`src/rtl/vec_result_writeback.sv`:
```
// Captures a pair of result vectors and streams them to memory one word per
// accepted write: low lanes first, then high lanes, followed by a done pulse.
module vec_result_writeback #(
   parameter int LANES  = 16,
   parameter int WORD_W = 32,
   parameter int ADDR_W = 10
) (
   input  logic                      clk,
   input  logic                      rst,
   input  logic                      start,
   input  logic [LANES*WORD_W-1:0]   res_lo,
   input  logic [LANES*WORD_W-1:0]   res_hi,
   input  logic [ADDR_W-1:0]         base_addr,
   input  logic                      mem_ready,
   output logic                      mem_we,
   output logic [ADDR_W-1:0]         mem_addr,
   output logic [WORD_W-1:0]         mem_wdata,
   output logic                      busy,
   output logic                      done
);

   localparam int CNT_W = (LANES > 1) ? $clog2(LANES) : 1;

   typedef enum logic [1:0] {
      IDLE,
      WR_LO,
      WR_HI,
      FINISH
   } state_t;

   state_t                  r_state;
   state_t                  w_state_next;
   logic [CNT_W-1:0]        r_cnt;
   logic [CNT_W-1:0]        w_cnt_next;
   logic [LANES*WORD_W-1:0] r_lo;
   logic [LANES*WORD_W-1:0] r_hi;
   logic [ADDR_W-1:0]       r_base;
   logic                    w_capture;
   logic                    w_last;

   // NOTE: every signal driven here gets a default first so no path leaves it
   // unassigned; otherwise synthesis would infer a latch to hold its old value.
   always_comb begin
      w_state_next = r_state;
      w_cnt_next   = r_cnt;
      w_capture    = 1'b0;
      mem_we       = 1'b0;
      mem_addr     = '0;
      mem_wdata    = '0;
      busy         = (r_state != IDLE);
      done         = 1'b0;
      w_last       = (r_cnt == CNT_W'(LANES - 1));

      case (r_state)
         IDLE: begin
            if (start) begin
               w_capture    = 1'b1;
               w_cnt_next   = '0;
               w_state_next = WR_LO;
            end
         end
         WR_LO: begin
            mem_we    = 1'b1;
            mem_addr  = r_base + ADDR_W'(r_cnt);
            mem_wdata = r_lo[WORD_W*r_cnt +: WORD_W];
            if (mem_ready) begin
               if (w_last) begin
                  w_cnt_next   = '0;
                  w_state_next = WR_HI;
               end else begin
                  w_cnt_next = r_cnt + CNT_W'(1);
               end
            end
         end
         WR_HI: begin
            // High words land directly after the low block; the sum wraps.
            mem_we    = 1'b1;
            mem_addr  = r_base + ADDR_W'(LANES) + ADDR_W'(r_cnt);
            mem_wdata = r_hi[WORD_W*r_cnt +: WORD_W];
            if (mem_ready) begin
               if (w_last) begin
                  w_cnt_next   = '0;
                  w_state_next = FINISH;
               end else begin
                  w_cnt_next = r_cnt + CNT_W'(1);
               end
            end
         end
         FINISH: begin
            done         = 1'b1;
            w_state_next = IDLE;
         end
         default: w_state_next = IDLE;
      endcase
   end

   // NOTE: state registers use non-blocking assignments so every flop samples
   // the pre-edge values, independent of statement order.
   // NOTE: the captured vectors are ordinary flops, not a RAM, so they can be
   // cleared by reset along with the control state.
   always_ff @(posedge clk or posedge rst) begin
      if (rst) begin
         r_state <= IDLE;
         r_cnt   <= '0;
         r_lo    <= '0;
         r_hi    <= '0;
         r_base  <= '0;
      end else begin
         r_state <= w_state_next;
         r_cnt   <= w_cnt_next;
         if (w_capture) begin
            r_lo   <= res_lo;
            r_hi   <= res_hi;
            r_base <= base_addr;
         end
      end
   end

endmodule

```
`config.mk`:
```
export PLATFORM = sky130hd
export DESIGN_NAME = vec_result_writeback
export DESIGN_NICKNAME = d
export VERILOG_FILES = /design/src/rtl/vec_result_writeback.sv
export SDC_FILE = /design/constraint.sdc
export NUM_CORES = 2
export LEC_CHECK = 0
export CAP_MARGIN = 10
export CORE_ASPECT_RATIO = 1.25
export CORE_MARGIN = 2
export CORE_UTILIZATION = 25
export CTS_CLUSTER_SIZE = 8
export DETAILED_ROUTE_END_ITERATION = 7
export DONT_BUFFER_PORTS = 1
export GPL_TIMING_DRIVEN = 0
export PLACE_DENSITY_LB_ADDON = 0.3
export SLEW_MARGIN = 30
export SYNTH_ARGS = -nofsm -noshare
export SYNTH_HDL_FRONTEND = slang
export SYNTH_SLANG_ARGS = --single-unit
```
`constraint.sdc`:
```
create_clock -name clk -period 36.4 [get_ports clk]
set_clock_uncertainty 0.15 [all_clocks]
set_input_delay 1.82 -clock clk [delete_from_list [all_inputs] [get_ports clk]]
set_output_delay 1.82 -clock clk [all_outputs]
set_load 0.01 [all_outputs]
```
==> impl_metrics.env <==
export IMPL_netlist_top_cells_count="dfrtp_1 (1040), mux2_2 (1034), mux4_2 (244), clkbuf_1 (120), a22o_1 (67)"
export IMPL_min_period_over_period=0.197
export IMPL_ys_seq_elements=1040
export IMPL_startpoint_type="flop"
export IMPL_grt_overflow_total=0
export IMPL_synth_area_leader_cell="dfrtp_1"
export IMPL_rsz0062_at_grt="false"
export IMPL_vias=28400
export IMPL_synth_edff_count=0
export IMPL_r2r_slack_ns=32.70
export IMPL_cts_buffers_inserted=150
export IMPL_synth_most_common_cell="dfrtp_1"
export IMPL_dieHeight_um=487
export IMPL_drcViolationCount=0
export IMPL_vdd_drop_max_mv=0.0515
export IMPL_required_ns=34.43
export IMPL_final_antenna_net_count=0
export IMPL_drtPass1Iterations=5
export IMPL_gp_congestion=0.905
export IMPL_fp_dieArea_sq_um=190000
export IMPL_layout_drive_gt1_share=0.545
export IMPL_cts_sinks=1040
export IMPL_synthCells=2802
export IMPL_cts_setup_buffers=0
export IMPL_hold_class="reg -> reg"
export IMPL_synth_seq_area_share=0.559
export IMPL_wl_per_cell_um=41.4
export IMPL_worstPathMaxFanout=11
export IMPL_critPathKind="reg -> out"
export IMPL_clock_latency_ns=0.78
export IMPL_worst_pin_slew_ns=1.04
export IMPL_grt_max_degree=89
export IMPL_final_area_sq_um=55100
export IMPL_yosys_warnings=0
export IMPL_post_dp_hpwl_um=190000
export IMPL_fp_row_count=177
export IMPL_ctsResizeCount=0
export IMPL_clockRootBuffer="clkbuf_16"
export IMPL_grt_usage=0.238
export IMPL_antenna_found_initial=234
export IMPL_ys_flop_type="dfrtp_1"
export IMPL_dr_first_iter_drc_count=1512
export IMPL_ys_top_cells_by_area="dfrtp_1 (56%), mux2_2 (25%), mux4_2 (12%)"
export IMPL_fmax_ghz=0.139
export IMPL_post_synth_cell_area_avg_sq_um=16.6
export IMPL_status="finished, final reports clean"
export IMPL_fillers=18600
export IMPL_synth_async_reset_ratio=1.00
export IMPL_timing_hold_ws_ns=0.346
export IMPL_hold_buffers=0
export IMPL_period_minus_slack_ns=7.18
export IMPL_port_buffers=0
export IMPL_vias_per_cell=5.12
export IMPL_max_cap_violations=0
export IMPL_wirelength_um=230000
export IMPL_tns_ns=0
export IMPL_core_area_sq_um=186000
export IMPL_htreeDepth=4
export IMPL_clk_path_buf_depth=3
export IMPL_grt_pass1_wl_um=298000
export IMPL_finalNetCount=4045
export IMPL_start_util=0.251
export IMPL_clk_pin_slew_worst_paths_ns=0.05
export IMPL_cp_arrival_ns=5.21
export IMPL_syn_nets=3851
export IMPL_slew_violations=0
export IMPL_cts_tree="built"
export IMPL_power_mw=6.11
export IMPL_io_pins=1083
export IMPL_p_leak_nw=22.1
export IMPL_hold_viol=0
export IMPL_ys_types=44
export IMPL_synth_top_area_frac=0.559
export IMPL_end_kind="output pin"
export IMPL_setup_violations=0
export IMPL_synthesis_area_sq_um=46600
export IMPL_die_w_um=390
export IMPL_powerDensity_nw_per_um2=111
export IMPL_grt_pass1_vias=30200
export IMPL_slew_headroom=0.310
export IMPL_area_growth_pct=18.3
export IMPL_place_area_sq_um=50600
flip-flops by register name, summed over array words and instances (netlist names):
register  cells
r_state       2
r_lo        512
r_cnt         4
r_hi        512
r_base       10
cell usage in the layout (no fill, tap or decap), types with 5 or more instances in the layout:
| cell | count |
|---|---|
| mux4_2 | 244 |
| clkbuf_2 | 34 |
| mux2_2 | 1034 |
| nor2_1 | 5 |
| a21oi_1 | 6 |
| mux4_1 | 12 |
| clkbuf_16 | 151 |
| dfrtp_1 | 1040 |
| a221oi_1 | 30 |
| clkbuf_1 | 92 |
| buf_6 | 12 |
| nand3_1 | 5 |
| buf_16 | 22 |
| diode_2 | 113 |
| inv_1 | 9 |
| ha_1 | 10 |
| and2_1 | 5 |
| clkinv_16 | 8 |
| buf_2 | 62 |
| a221oi_2 | 34 |
| o21ai_0 | 10 |
| nand2_1 | 11 |
| buf_4 | 21 |
| a22o_1 | 67 |
| maj3_1 | 5 |
| o22ai_1 | 30 |
| buf_1 | 7 |
routing by layer:
| layer | GRT usage | wire length [um] | vias up |
|---|---|---|---|
| met5 | 0 | 1060 | - |
| met3 | 0.0961 | 22000 | 517 |
| li1 | - | - | 11200 |
| met1 | 0.265 | 84800 | 15100 |
| met2 | 0.406 | 113000 | 1405 |
| met4 | 0.0890 | 8460 | 160 |
critical path, stage by stage (launching register included):
cell      delay (ns)
dfrtp_1         0.40
inv_1           0.13
ha_1            0.24
clkbuf_2        0.21
buf_2           0.70
buf_2           0.59
buf_2           0.41
mux4_2          0.44
a221oi_2        0.80
o22ai_1         0.41
power by group:
part	internal, mW	switching (mW)
Combinational	1.24	1.44
Clock	0.759	0.553
Sequential	1.76	0.368
Total	3.75	2.36
logic make-up after synthesis:
family                   count (synthesis)  share of synthesized area
AO/OA/AOI/OAI                          196                     0.0356
multiplexers                          1292                      0.375
buffers and inverters                  219                     0.0218
AND/OR/NAND/NOR                         36                    0.00368
flip-flops                            1040                      0.559
adder cells (fa/ha/maj)                 16                    0.00419
XOR/XNOR                                 3                   0.000564
final timing paths:
kind	from	endpoint	cells after the start
max in group asynchronous	rst	r_lo[162]$_DFFE_PP0P_	5
min reg2reg	r_hi[333]$_DFFE_PP0P_	r_hi[333]$_DFFE_PP0P_	1
max	r_state[0]$_DFFE_PP0P_	mem_wdata[16]	9
min in group asynchronous	rst	r_hi[476]$_DFFE_PP0P_	1
max reg2reg	r_state[0]$_DFFE_PP0P_	r_hi[125]$_DFFE_PP0P_	8
min	r_hi[333]$_DFFE_PP0P_	r_hi[333]$_DFFE_PP0P_	1
cell type report:
cell class | instances | area (sq um) | area share
diodes | 113 | 283 | 0.00513
plain buffers | 209 | 1020 | 0.0186
clock buffers | 157 | 3820 | 0.0693
clock inverters | 16 | 385 | 0.00699
inverters | 10 | 45.0 | 0.000817
multi-input cells | 1543 | 19700 | 0.357
flip-flops and latches | 1040 | 26000 | 0.472
well taps | 2416 | 3020 | 0.0549
repair buffers | 42 | 808 | 0.0147
metrics by stage:
step,util,setup WS [ns],instances
2_1_floorplan,-,5.16,2802
3_3_place_gp,0.267,-9.03,5218
3_5_place_dp,0.273,29.82,5260
4_1_cts,0.295,28.96,5433
5_1_grt,0.296,29.00,5469
6_report,0.297,29.22,5546
No activity file was read; power rests on OpenSTA's default activity.
